==> src/rtl/uart_rx.sv <==
// UART receiver: 1 start bit, DATA_WIDTH data bits LSB first, 1 stop bit.
// The rx pin is double-flopped, and each bit is sampled at its centre relative to the start edge.
module uart_rx #(
  parameter int CLOCKS_PER_PULSE = 16,
  parameter int DATA_WIDTH       = 8
) (
  input  logic                  clk,
  input  logic                  rstn,
  input  logic                  rx,
  output logic [DATA_WIDTH-1:0] data_out,
  output logic                  data_valid,
  output logic                  frame_err,
  output logic                  rx_busy
);

  localparam int H  = CLOCKS_PER_PULSE / 2;
  localparam int CW = $clog2(CLOCKS_PER_PULSE);
  localparam int BW = $clog2(DATA_WIDTH);

  localparam logic [CW-1:0] C_HALF = CW'(H - 1);
  localparam logic [CW-1:0] C_LAST = CW'(CLOCKS_PER_PULSE - 1);
  localparam logic [BW-1:0] B_LAST = BW'(DATA_WIDTH - 1);

  localparam logic [2:0] RX_IDLE  = 3'd0;
  localparam logic [2:0] RX_START = 3'd1;
  localparam logic [2:0] RX_DATA  = 3'd2;
  localparam logic [2:0] RX_STOP  = 3'd3;
  localparam logic [2:0] RX_BREAK = 3'd4;

  logic                  rx_m;
  logic                  rx_s;
  logic [2:0]            state;
  logic [CW-1:0]         c_clocks;
  logic [BW-1:0]         c_bits;
  logic [DATA_WIDTH-1:0] shreg;

  // NOTE: the synchronizer resets to the idle-high line level so that reset release
  // can never look like a start bit.
  always_ff @(posedge clk or negedge rstn) begin
    if (!rstn) begin
      rx_m <= 1'b1;
      rx_s <= 1'b1;
    end else begin
      rx_m <= rx;
      rx_s <= rx_m;
    end
  end

  // NOTE: all state here uses non-blocking assignments, so every branch reads the
  // values from before the edge. The pulses default low and are raised only for one cycle.
  always_ff @(posedge clk or negedge rstn) begin
    if (!rstn) begin
      state      <= RX_IDLE;
      c_clocks   <= '0;
      c_bits     <= '0;
      shreg      <= '0;
      data_out   <= '0;
      data_valid <= 1'b0;
      frame_err  <= 1'b0;
    end else begin
      data_valid <= 1'b0;
      frame_err  <= 1'b0;
      case (state)
        RX_IDLE: begin
          if (!rx_s) begin
            state    <= RX_START;
            c_clocks <= '0;
          end
        end
        RX_START: begin
          if (c_clocks == C_HALF) begin
            if (!rx_s) begin
              state    <= RX_DATA;
              c_clocks <= '0;
              c_bits   <= '0;
            end else begin
              state <= RX_IDLE;
            end
          end else begin
            c_clocks <= c_clocks + 1'b1;
          end
        end
        RX_DATA: begin
          if (c_clocks == C_LAST) begin
            c_clocks      <= '0;
            shreg[c_bits] <= rx_s;
            if (c_bits == B_LAST) begin
              state <= RX_STOP;
            end else begin
              c_bits <= c_bits + 1'b1;
            end
          end else begin
            c_clocks <= c_clocks + 1'b1;
          end
        end
        RX_STOP: begin
          // Leave at mid-stop so a start bit directly after a one-bit stop is caught.
          if (c_clocks == C_LAST) begin
            c_clocks <= '0;
            if (rx_s) begin
              data_out   <= shreg;
              data_valid <= 1'b1;
              state      <= RX_IDLE;
            end else begin
              frame_err <= 1'b1;
              state     <= RX_BREAK;
            end
          end else begin
            c_clocks <= c_clocks + 1'b1;
          end
        end
        RX_BREAK: begin
          // Wait out a held-low line rather than retriggering on it.
          if (rx_s) begin
            state <= RX_IDLE;
          end
        end
        default: state <= RX_IDLE;
      endcase
    end
  end

  assign rx_busy = (state != RX_IDLE);

endmodule

==> config.mk <==
export PLATFORM = sky130hd
export DESIGN_NAME = uart_rx
export DESIGN_NICKNAME = d
export VERILOG_FILES = /design/src/rtl/uart_rx.sv
export SDC_FILE = /design/constraint.sdc
export NUM_CORES = 1
export LEC_CHECK = 0
export BUFFER_PORTS_ARGS = -buffer_cell sky130_fd_sc_hd__buf_2
export CORE_ASPECT_RATIO = 2
export CORE_MARGIN = 2
export CORE_UTILIZATION = 45
export CTS_BUF_LIST = sky130_fd_sc_hd__clkbuf_2 sky130_fd_sc_hd__clkbuf_4 sky130_fd_sc_hd__clkbuf_8
export CTS_CLUSTER_DIAMETER = 30
export CTS_CLUSTER_SIZE = 30
export DETAILED_ROUTE_END_ITERATION = 8
export GPL_ROUTABILITY_DRIVEN = 0
export SLEW_MARGIN = 20
export SYNTH_ARGS = -nofsm -noshare
export SYNTH_HDL_FRONTEND = slang
export SYNTH_SLANG_ARGS = --single-unit
==> constraint.sdc <==
create_clock -name clk -period 1.85 [get_ports clk]
set_clock_uncertainty 0.1 [all_clocks]
set_input_delay 0.185 -clock clk [delete_from_list [all_inputs] [get_ports clk]]
set_output_delay 0.185 -clock clk [all_outputs]
set_load 0.1 [all_outputs]
* Word level (Yosys, flattened, before mapping)
Index checks and enable logic that the tools add are counted.
** Word-level totals
- Bits in registers :: 30
- Input port bits :: 3
- Output and inout bits :: 11
- Word-level logic and storage cells :: 65
** Operators by class
- Add/subtract/negate cells :: 2
- Order comparisons :: 2
- Equal/unequal tests :: 15
- Mux-type cells :: 27
- Reduce and logical (&&, ||, !) cells :: 10
** Operators by type and width (number)
- two-way mux 3 bit :: 11
- != test 2 bit (second input constant) :: 8
- case mux 3 bit (5 select lines) :: 1
- two-way mux 4 bit :: 3
- case mux 4 bit (3 select lines) :: 1
- bitwise mux 8 bit :: 1
- two-way mux 1 bit :: 7
- == test 3 x 2 -> 1 bit (second input constant) :: 2
- == test 3 bit (second input constant) :: 2
- case mux 3 bit (2 select lines) :: 1
- AND reduction 6 bit :: 1
- nonzero test 3 bit :: 2
- AND reduction 5 bit :: 1
- adder 4 x 1 -> 4 bit (second input constant) :: 1
- == test 4 x 3 -> 1 bit (second input constant) :: 1
- == test 4 bit (second input constant) :: 1
- less-than comparator 3 x 4 -> 1 bit (second input constant) :: 1
- adder 3 x 1 -> 3 bit (second input constant) :: 1
- demux 1 bit (select 3 bit) :: 1
- == test 3 x 1 -> 1 bit (second input constant) :: 1
- >= comparator 3 x 1 -> 1 bit (second input constant) :: 1
- logical NOT 3 bit :: 1
- AND reduction 3 bit :: 1
- two-way mux 2 bit :: 1
- 4 further kinds :: 4

* Longest topological paths before layout
- Depth after elaboration :: 5
- Gate-level depth with buffers :: 5
- Depth with buffers taken out :: 5

* Least setup slack after synthesis
Ideal clock, no wire load.
- Path kind :: reg-to-reg
- From :: reg c_clocks[0]
- To :: reg shreg[4]
- Library setup time :: 0.125 ns
- Data arrival time :: 1.464 ns
- Required time :: 1.625 ns
- Slack :: 0.162 ns
- Cell stages (with the launch flop) :: 6
- Buffers on the path :: 1
- Period minus slack after synthesis :: 1.688 ns
- Path through :: dfrtp_1 ha_1 and4b_1 buf_2 nand4_1 mux2_2
** Between the ends
- Word-level cells in the longest chain between the ends :: 2
** Ends and longest elaborated chain
- from (decl) :: RTL line 33 : logic [CW-1:0] c_clocks;
- from (signal assigned) :: RTL line 80 : c_clocks <= c_clocks + 1'b1;
- from (signal assigned) :: RTL line 93 : c_clocks <= c_clocks + 1'b1;
- from (signal assigned) :: RTL line 109 : c_clocks <= c_clocks + 1'b1;
- == test 4 bit :: RTL line 84 : if (c_clocks == C_LAST) begin
- AND reduction 2 bit (no line)
- to (signal, indexed assignment) :: RTL line 86 : shreg[c_bits] <= rx_s;
- to (decl) :: RTL line 35 : logic [DATA_WIDTH-1:0] shreg;
Every way passes these cells.
A chain may end at the register's enable or synchronous reset.

* Final worst setup path
- From :: reg state[0]
- To :: out rx_busy
** Between the ends
- Word-level cells in the longest chain between the ends :: 1
** Ends and longest elaborated chain
- from (decl) :: RTL line 32 : logic [2:0] state;
- from (signal assigned) :: RTL line 53 : state <= RX_IDLE;
- from (signal assigned) :: RTL line 66 : state <= RX_START;
- from (signal assigned) :: RTL line 73 : state <= RX_DATA;
- nonzero test 3 bit :: RTL line 123 : assign rx_busy = (state != RX_IDLE);
- to (decl) :: RTL line 13 : output logic rx_busy
Every way passes these cells.

==> flow_summary.toml <==
[timing]
max_slew_margin_pct = 55.6
min_period_over_period_pct = 95.2
timing.hold.ws_ps = 257
finalSetupViolCount = 0
fin_crit_ps = 1760
drv_slew = 0
worstMarginPinSlew_ps = 667
hold_viol_final = 0
fmax_mhz = 568

[drt]
vias = 1069
drcViolationCount = 0
firstDrtPassIters = 4
detail-route-antenna-nets = 0
routed_wl_um = 2970
drt_iter0_markers = 12
via_per_inst = 5.75
wl_per_cell_um = 16.0

[synth]
yosysTopAreaCell = "dfrtp_1"
ys_top_cells_by_area = "dfrtp_1 48%, mux2_2 12%, dfstp_2 3.6%, nand3_1 3.4%, ha_1 2.6%"
synth_edf_count = 0
synth_cells = 130
seq_area_frac_synth_pct = 51.2
synth_area_um2 = 1470
synthFlopType = "dfrtp_1"
synth_cell_types = 35
async_flop_share_pct = 100
synth-warning-count = 0
yosysTopAreaCellShare_pct = 47.6
syn-num-nets = 136
synth_area_per_cell_um2 = 11.3
synth-seq-cells = 30

[clocking]
clock-sinks = 30
cts.clk_slew.worst_paths_ps = 60
cts_root_buf = "clkbuf_8"
htreeDepth = 2
cts_tree = "done"
insertion_delay_ps = 270
clockBufferDepth = 2
cts_inserted_buffers = 5

[finish]
layout_common_cells = "27 x dfrtp_1, 16 x mux2_2, 12 x buf_2, 11 x buf_4, 10 x nand3_1"
fin_util_pct = 55.3
area_delta_synth_final_pct = 18.7
final_nets = 160
antennaDiodeCount = 0
drive_gt1_share_pct = 38.1
final_common_cell = "dfrtp_1"

[setup_path]
cpMaxStageDelayCell = "dfrtp_1"
path_cells = "buf_4 > nor2_2 > nand2_1 > buf_4"
r2r_start = "c_clocks[3]"
rrSetupSlack_ps = 110
endpoint = "rx_busy"
slowest_delay_ps = 480
path_common_cell = "buf_4"
critPathKind = "register to primary output"
critPathMaxFanout = 10
cp-end-kind = "primary output"
crit-reg2reg-capture = "data_out[1]"
ff2ff_path_depth = 3
startpoint_type = "register"
crit_start = "state[0]"
arrival_ps = 1480
worstPathRequired_ps = 1560

[power]
irDropWorstVdd_mv = 0.591
p_sw_share_pct = 34.0
clock_power_share_pct = 26.8
p_sw_mw = 0.686
combPwrFrac_pct = 31.4
leakagePower_nw = 0.839
p_int_mw = 1.33
seqPwrFrac_pct = 41.7
power_density_nw_per_um2 = 1160

[placed_design]
hpwl_um = 2140
port_buffers = 13

[global_route]
grt_start_max_net_pins = 31
grt_pass1_wl_um = 5110
grt_usage_pct = 18.3
overflow = 0
grt_pass1_vias = 1143
antenna_found_initial = 0

[floorplan]
io_pins = 14
die_area_um2 = 3770
start_util_pct = 46.6
fp.dieH_um = 84.9
rows = 29
die_w_um = 44.4
fp.coreArea_um2 = 3160

[job]
cap_viol_max_count = 0

[min_path]
worstHoldStart = "rx_m"
hold_depth = 0
hp-class = "register to register"

[status]
status = "finished, final reports clean"
synthesized netlist by cell type (2+ instances only):
| library cell | number |
|---|---|
| nand2_1 | 9 |
| o21ai_0 | 2 |
| o221ai_1 | 2 |
| inv_1 | 8 |
| dfstp_2 | 2 |
| nand3_1 | 10 |
| buf_2 | 5 |
| and2_1 | 2 |
| clkbuf_1 | 2 |
| dfrtp_1 | 28 |
| nand4_1 | 4 |
| nor2b_1 | 5 |
| mux2i_1 | 3 |
| a21oi_1 | 2 |
| ha_1 | 3 |
| nor3b_1 | 3 |
| nor2_1 | 7 |
| mux2_2 | 16 |
final cells by class:
cell class	count	area (µm²)
clock buffer	7	90.1
clock inverter	1	5.00
fill	262	1410
inverter	8	30.0
multi-input combinational	84	666
sequential	30	754
tap	31	38.8
timing repair buffer	25	163
critical path, delay by kind of cell (launching register included):
family | cells | cell delay, ps
flip-flops | 1 | 480
buffers and inverters | 2 | 440
AND/OR/NAND/NOR | 2 | 280
logic make-up (layout without fill, tap and decap cells):
logic type / Yosys count / count (layout) / synth area share (%)
simple gates: 48 / 48 / 19.0
flops: 30 / 30 / 51.2
mux: 19 / 19 / 14.3
buf+inv: 16 / 41 / 5.02
compound gates: 14 / 14 / 7.99
fa+ha+maj: 3 / 3 / 2.55
layer usage:
layer	global-route usage [%]	part of all wire, %	vias to the layer above
li1	-	-	512
met1	21.0	39	524
met2	30.7	55	25
met3	3.83	3.3	8
met4	9.37	2.5	0
met5	0	0	-
worst min path at each step:
stage	endpoint	slack [ps]
after CTS	rx_s	260
after detailed placement	data_out[4]	160
final	rx_s	260
after global placement	data_valid	140
after floorplan	c_bits[0]	-210
after global routing	rx_s	260
power groups by stage:
stage / Combinational [mW] / Clock, mW / Sequential [mW]
finish: 0.634 / 0.542 / 0.842
global route: 0.703 / 0.581 / 0.858
CTS: 0.622 / 0.563 / 0.837
detailed placement: 0.608 / 0 / 0.849
global placement: 0.594 / 0 / 0.841
floorplan: 0.475 / 0 / 0.811
per-stage QoR:
step | setup slack, ps | instance area, µm² | total power, mW | TNS [ps] | cells
global route | -2.34 | 1750 | 2.14 | -3.80 | 186
detailed placement | 76.0 | 1600 | 1.46 | 0 | 175
floorplan | 162 | 1470 | 1.29 | 0 | 130
CTS | 29.6 | 1720 | 2.02 | 0 | 185
global placement | 113 | 1600 | 1.44 | 0 | 175
finish | 88.4 | 1750 | 2.02 | 0 | 186
state kept, by name, indices dropped and copies added (netlist names):
name	cells
data_valid	1
rx_m	1
shreg	8
data_out	8
rx_s	1
frame_err	1
c_clocks	4
c_bits	3
state	3
repair_timing:
action | CTS | global route
setup endpoints to repair | 1 | 3
resized for setup | 1 | 5
pin swaps | 0 | 1
hold endpoints to repair | 29 | 0
hold buffers | 2 | 0
setup buffers | 0 | 1
Note: power is estimated with default switching activity, not from simulation.
